File: config.mk
export PLATFORM = sky130hd
export DESIGN_NAME = pin_input_filter
export DESIGN_NICKNAME = d
export VERILOG_FILES = /design/src/rtl/pin_input_filter.sv
export SDC_FILE = /design/constraint.sdc
export NUM_CORES = 1
export LEC_CHECK = 0
export BUFFER_PORTS_ARGS = -buffer_cell sky130_fd_sc_hd__buf_2
export CORE_AREA = 10 10 47 49
export CTS_BUF_LIST = sky130_fd_sc_hd__clkbuf_4 sky130_fd_sc_hd__clkbuf_8
export CTS_CLUSTER_SIZE = 14
export DETAILED_ROUTE_END_ITERATION = 8
export DIE_AREA = 0 0 57 59
export PLACE_DENSITY_LB_ADDON = 0.2
export SYNTH_ARGS = -nofsm -noshare
export SYNTH_HDL_FRONTEND = slang
export SYNTH_SLANG_ARGS = --single-unit
File: constraint.sdc
create_clock -name clk_i -period 1.7 [get_ports clk_i]
set_input_delay 0.255 -clock clk_i [delete_from_list [all_inputs] [get_ports clk_i]]
set_output_delay 0.255 -clock clk_i [all_outputs]
set_load 0.1 [all_outputs]
File: src/rtl/pin_input_filter.sv
`default_nettype none
// ============================================================================
// Module   : pin_input_filter
// Brief    : Per-pin two-flop synchroniser with optional glitch filter and
//            registered rise/fall event pulses for raw padring inputs.
// Revision : 1.0 - initial release
// ============================================================================
module pin_input_filter #(
    parameter int   NumberOfPins = 1,
    parameter int   FilterCycles = 4,
    parameter logic ResetValue   = 1'b0
) (
    input  logic clk_i,
    input  logic rst_i,
    input  logic pins_i      [NumberOfPins],
    input  logic filter_en_i [NumberOfPins],
    output logic pins_o      [NumberOfPins],
    output logic rise_o      [NumberOfPins],
    output logic fall_o      [NumberOfPins]
);

    localparam int c_cnt_w = (FilterCycles > 1) ? $clog2(FilterCycles) : 1;
    localparam logic [c_cnt_w-1:0] c_cnt_term = c_cnt_w'(FilterCycles - 1);

    for (genvar p = 0; p < NumberOfPins; p++) begin : g_pin
        (* ASYNC_REG = "TRUE" *) logic r_sync1;
        (* ASYNC_REG = "TRUE" *) logic r_sync2;
        logic               r_filt;
        logic               r_rise;
        logic               r_fall;
        logic [c_cnt_w-1:0] r_cnt;
        logic               w_differs;
        logic               w_accept;

        // A disabled filter accepts any difference at once, like FilterCycles=1.
        assign w_differs = (r_sync2 != r_filt);
        assign w_accept  = w_differs && (!filter_en_i[p] || (r_cnt == c_cnt_term));

        always_ff @(posedge clk_i) begin
            if (rst_i) begin
                r_sync1 <= ResetValue;
                r_sync2 <= ResetValue;
                r_filt  <= ResetValue;
                r_cnt   <= '0;
                r_rise  <= 1'b0;
                r_fall  <= 1'b0;
            end else begin
                r_sync1 <= pins_i[p];
                r_sync2 <= r_sync1;
                r_rise  <= w_accept && r_sync2;
                r_fall  <= w_accept && !r_sync2;
                if (w_accept) begin
                    r_filt <= r_sync2;
                end
                // Progress is lost whenever the input agrees again or the filter is off.
                if (!filter_en_i[p] || !w_differs || w_accept) begin
                    r_cnt <= '0;
                end else begin
                    r_cnt <= r_cnt + 1'b1;
                end
            end
        end

        assign pins_o[p] = r_filt;
        assign rise_o[p] = r_rise;
        assign fall_o[p] = r_fall;
    end

endmodule
`default_nettype wire

==> results of run 1 <==
-- power by group --
part | internal, mW | total [mW] | switching, mW
logic | 0.00838 | 0.0250 | 0.0167
clock network | 0.105 | 0.162 | 0.0571
registers | 0.168 | 0.171 | 0.00250
total | 0.282 | 0.358 | 0.0763
-- layout make-up --
cell class / count / area (sq um) / share of cell area (%)
clock buffer: 4 / 30.03 / 9.160
multi-input combinational: 13 / 107.6 / 32.82
tap: 16 / 20.02 / 6.107
timing repair buffer: 6 / 30.03 / 9.160
sequential: 7 / 140.1 / 42.75
-- per-stage QoR --
step | hold slack, ns | cells
finish | 0.2211 | 46
CTS | 0.2105 | 46
detailed placement | 0.4278 | 42
global placement | 0.4160 | 42
global route | 0.2337 | 46
floorplan | 0.3264 | 20
-- synth_stat cells (all sizes together) --
master	number	share of area, %
dfxtp	7	57
ha	1	5.0
nand2b	2	5.0
nand4bb	1	4.5
nor2b	3	7.6
nor4	1	2.5
nor4b	3	13
o21ai	1	2.0
xnor2	1	3.5
-- metal layers --
layer | up-vias | track usage, % | share of wire [%]
li1 | 91 | - | -
met5 | - | 0 | 0
met1 | 87 | 2.844 | 44
met3 | 0 | 2.790 | 6.5
met4 | 0 | 5.034 | 0
met2 | 5 | 5.271 | 50
-- state kept, by name, summed over array words and instances (netlist names) --
| register | cells |
|---|---|
| rise_o | 1 |
| pins_o | 1 |
| g_pin.r_cnt | 2 |
| g_pin.r_sync2 | 1 |
| fall_o | 1 |
| g_pin.r_sync1 | 1 |
-- kinds of logic after synthesis --
| group | synth area share (%) |
|---|---|
| adders and majority gates | 5.050 |
| AOI/OAI and AO/OA | 2.018 |
| and+or+nand+nor | 32.83 |
| DFF | 56.56 |
| xor gates and xnor gates | 3.536 |
-- final timing paths --
| path | start | to | slack, ns | cells past startpoint |
|---|---|---|---|---|
| min reg2reg | g_pin[0].r_cnt[0]$_SDFF_PP0_ | g_pin[0].r_cnt[0]$_SDFF_PP0_ | 0.43 | 1 |
| min | pins_i | g_pin[0].r_sync1$_SDFF_PP0_ | 0.22 | 2 |
| max reg2reg | g_pin[0].r_cnt[0]$_SDFF_PP0_ | g_pin[0].r_cnt[0]$_SDFF_PP0_ | 0.66 | 3 |
| max | pins_o$_SDFFE_PP0P_ | pins_o | 0.34 | 1 |
-- layout by cell type (no fill, tap or decap), drive strengths merged --
cell     instances
buf              6
clkbuf           4
dfxtp            7
ha               1
nand2b           2
nand4bb          1
nor2b            3
nor4             1
nor4b            3
o21ai            1
xnor2            1
==> results.py, run 1 <==
metrics = {
    "synthesis": {
        "ys_seq_area_share_pct": 56.57,
        "synth_seq_cells": 7,
        "yosysWarnings": 0,
        "yosys.cell_types.count": 10,
        "syn-cell-area_sq_um": 247.7,
        "synth_fp_nets": 25,
        "synth.avg_cell_area_sq_um": 12.39,
        "postSynthCellCount": 20,
    },
    "clock_network": {
        "ctsHoldBuffers": 0,
        "htree_num_levels": 1,
        "cts.clk_slew.worst_paths_ns": 0.05,
        "cts_setup_buffers": 0,
        "clock_latency_ns": 0.25,
        "cts_sinks": 7,
        "cts_resized": 0,
        "root_buffer": "clkbuf_4",
        "max-clock-path-buffers": 2,
        "tritoncts": "yes",
        "cts_buffers": 3,
    },
    "layout": {
        "areaGrowthSynthToFinish_pct": 32.32,
        "stdcell_area_sq_um": 327.8,
        "fin_nets": 36,
        "nFillCells": 171,
        "drive_gt1_share_pct": 36.67,
        "diodes": 0,
        "post-route-util_pct": 23.39,
    },
    "detailed_routing": {
        "drtIter0Drc": 2,
        "vias_per_cell": 3.978,
        "route.vias.total": 183,
        "drt_first_pass_iters": 2,
        "routedWlPerCell_um": 10.70,
        "totalWireLength_um": 492,
        "remaining_drc_errors": 0,
        "postRouteAntennaNets": 0,
    },
    "pwr": {
        "p_per_area_mw_per_mm2": 1093,
        "power.total_mw": 0.3583,
        "p_leak_nw": 0.1335,
        "peakVddDrop_v": 0.0002882,
    },
    "floorplanning": {
        "rows": 14,
        "dieHeight_um": 59,
        "floorplan.initialDensity_pct": 17.68,
        "dieArea_sq_mm": 0.003363,
        "die_x_um": 57,
        "pin_count": 7,
        "core_area_sq_mm": 0.001401,
    },
    "placed_design": {
        "port_buffers": 6,
        "place.gp.congestion": 0.5764,
        "place_area_sq_um": 297.8,
        "preCtsSetupSlack_ns": 0.5960,
        "hpwl_um": 395.1,
    },
    "worst_setup_path": {
        "crit_path_start_kind": "flip-flop",
        "max_stage_delay_ns": 0.46,
        "required_ns": 1.44,
        "cp_num_buf_inv": 1,
        "cp_slowest_cell": "buf_2",
        "worstPathCellList": "buf_2",
        "critPathMaxFanout": 5,
        "crit_arrival_ns": 1.11,
        "cp-end-kind": "primary output",
        "crit_family": "buffers and inverters",
        "crit_type": "reg2out",
    },
    "timing": {
        "fmax_ghz": 0.7338,
        "rsz0062_at_grt": "false",
        "period_needed_ns": 1.363,
        "fin_tns_setup_ns": 0,
        "final-max-slew-violation-count": 0,
        "worst_slew_pin_slew_ns": 0.4958,
        "fin_crit_sh_pct": 80.16,
        "timing.final.hold_violations": 0,
        "fin_skew_ns": 0.001416,
        "relSlewSlack_pct": 67.17,
        "setup_viol": 0,
        "timing.final.ws_setup_ns": 0.3372,
    },
    "hold_path": {
        "min_path_type": "in2reg",
    },
    "global_route": {
        "grt_pass1_wl_um": 869,
        "grt_overflow_total": 0,
        "grt_max_degree": 9,
        "track_usage_pct": 3.713,
        "antenna_found_initial": 0,
        "grt_pass1_vias": 211,
    },
    "run": {
        "maxCapViolCount": 0,
    },
    "run_status": {
        "status": "completed",
    },
}
(Power assumes the default switching activity.)
==> run 2, diff against run 1 <==
- clock period: 1.7 -> 1.15 ns (I/O delays scaled with it)
==> run 2 against run 1 <==
  * Die area unchanged
  * Worst hold slack worse by 0.087 ns
  * Clock skew up 0.0013 ns
  * Sequential share of layout area down 4.5 points
  * Count of clock-buffer cells in the layout unchanged
==> results.py, run 2 (synthesized netlist as in run 1, its figures left out) <==
metrics = {
    "hold_path": {
        "min_path_type": "in2reg",
        "min_from": "pins_i",
    },
    "worst_setup_path": {
        "crit_path_start_kind": "flip-flop",
        "required_ns": 1.31,
        "worstPathCellList": "ha_1 -> nand2b_1 -> nor4_1",
        "crit_type": "reg2reg",
        "cp-end-kind": "flip-flop",
        "crit_family": "simple AND/OR/NAND/NOR gates",
        "cp_slowest_cell": "dfxtp_1",
        "max_stage_delay_ns": 0.31,
        "critPathMaxFanout": 3,
        "r2r_start": "g_pin[0].r_cnt[0]$_SDFF_PP0_",
        "cp_num_buf_inv": 0,
        "crit_arrival_ns": 1.19,
        "crit_start": "g_pin[0].r_cnt[0]$_SDFF_PP0_",
    },
    "clock_network": {
        "cts.clk_slew.worst_paths_ns": 0.05,
        "clock_latency_ns": 0.25,
        "max-clock-path-buffers": 2,
        "ctsHoldBuffers": 0,
        "root_buffer": "clkbuf_4",
        "tritoncts": "yes",
        "cts_resized": 0,
        "cts_sinks": 7,
        "htree_num_levels": 1,
        "cts_setup_buffers": 0,
        "cts_buffers": 3,
    },
    "timing": {
        "timing.final.hold_violations": 0,
        "period_needed_ns": 1.029,
        "fin_skew_ns": 0.002675,
        "worst_slew_pin_slew_ns": 0.2416,
        "fmax_ghz": 0.9714,
        "final-max-slew-violation-count": 0,
        "rsz0062_at_grt": "false",
        "relSlewSlack_pct": 83.66,
        "setup_viol": 0,
        "fin_crit_sh_pct": 89.51,
        "fin_tns_setup_ns": 0,
    },
    "detailed_routing": {
        "vias_per_cell": 4.022,
        "drt_first_pass_iters": 2,
        "routedWlPerCell_um": 10.83,
        "remaining_drc_errors": 0,
        "drtIter0Drc": 1,
        "route.vias.total": 185,
        "postRouteAntennaNets": 0,
        "totalWireLength_um": 498,
    },
    "layout": {
        "nFillCells": 159,
        "final_cell_mix": "6 x dfxtp_1, 4 x clkbuf_4, 3 x nor2b_1, 3 x buf_2, 3 x buf_12",
        "fin_nets": 36,
        "diodes": 0,
        "fin_cells": 46,
        "largest_register": "g_pin.r_cnt",
        "mostFrequentLayoutCell": "dfxtp_1",
        "drive_gt1_share_pct": 40.00,
        "multiInputGateArea_sq_um": 107.6,
        "areaGrowthSynthToFinish_pct": 52.02,
        "register_area_sq_um": 143.9,
        "largest_register_ffs": 2,
    },
    "placed_design": {
        "dp.cells": 42,
        "port_buffers": 6,
        "place.gp.congestion": 0.5799,
        "hpwl_um": 396.7,
    },
    "global_route": {
        "grt_pass1_wl_um": 821,
        "grt_overflow_total": 0,
        "grt_pass1_vias": 193,
        "antenna_found_initial": 0,
        "track_usage_pct": 3.238,
        "grt_max_degree": 9,
    },
    "floorplanning": {
        "rows": 14,
        "floorplan.initialDensity_pct": 17.68,
        "die_x_um": 57,
        "pin_count": 7,
        "core_area_sq_mm": 0.001401,
        "dieHeight_um": 59,
        "dieArea_sq_mm": 0.003363,
    },
    "pwr": {
        "p_leak_nw": 0.1423,
        "peakVddDrop_v": 0.0005130,
        "p_per_area_mw_per_mm2": 1440,
        "power.total_mw": 0.5422,
    },
    "run_status": {
        "status": "completed",
    },
    "run": {
        "maxCapViolCount": 0,
    },
}
==> run 2: layer usage <==
metal	GRT usage [%]	vias to the layer above	routed length (um)
met5	0	-	0
met4	2.013	0	0
met3	3.004	0	48
met2	3.566	7	216
met1	3.791	86	233
li1	-	92	-
==> run 2: power breakdown <==
| group | total, mW | switching (mW) | internal, mW |
|---|---|---|---|
| sequential | 0.252 | 0.00458 | 0.247 |
| combinational | 0.0422 | 0.0245 | 0.0177 |
| clock | 0.248 | 0.0924 | 0.156 |
| total | 0.542 | 0.121 | 0.421 |
==> run 2: final timing paths <==
kind	to	slack, ns	depth (start not counted)
setup reg to reg	g_pin[0].r_cnt[0]$_SDFF_PP0_	0.12	3
hold reg to reg	g_pin[0].r_cnt[0]$_SDFF_PP0_	0.44	1
hold / removal	g_pin[0].r_sync1$_SDFF_PP0_	0.13	2
setup / recovery	g_pin[0].r_cnt[0]$_SDFF_PP0_	0.12	3
==> run 2: per-stage QoR <==
stage | setup slack, ns | utilization (%) | hold WS (ns) | cell area, sq um
global route | 0.06352 | 26.88 | 0.1604 | 376.6
finish | 0.1206 | 26.88 | 0.1341 | 376.6
floorplan | 0.06852 | - | 0.2439 | 251.5
global placement | 0.1686 | 24.73 | 0.3996 | 346.6
CTS | 0.1179 | 26.88 | 0.1385 | 376.6
detailed placement | 0.1337 | 24.73 | 0.3989 | 346.6
==> run 2: final cells by class <==
class	count	share of cell area, %
Sequential cell	7	38.21
Multi-Input combinational cell	13	28.57
Tap cell	16	5.316
Clock buffer	4	7.973
Timing Repair Buffer	6	19.93
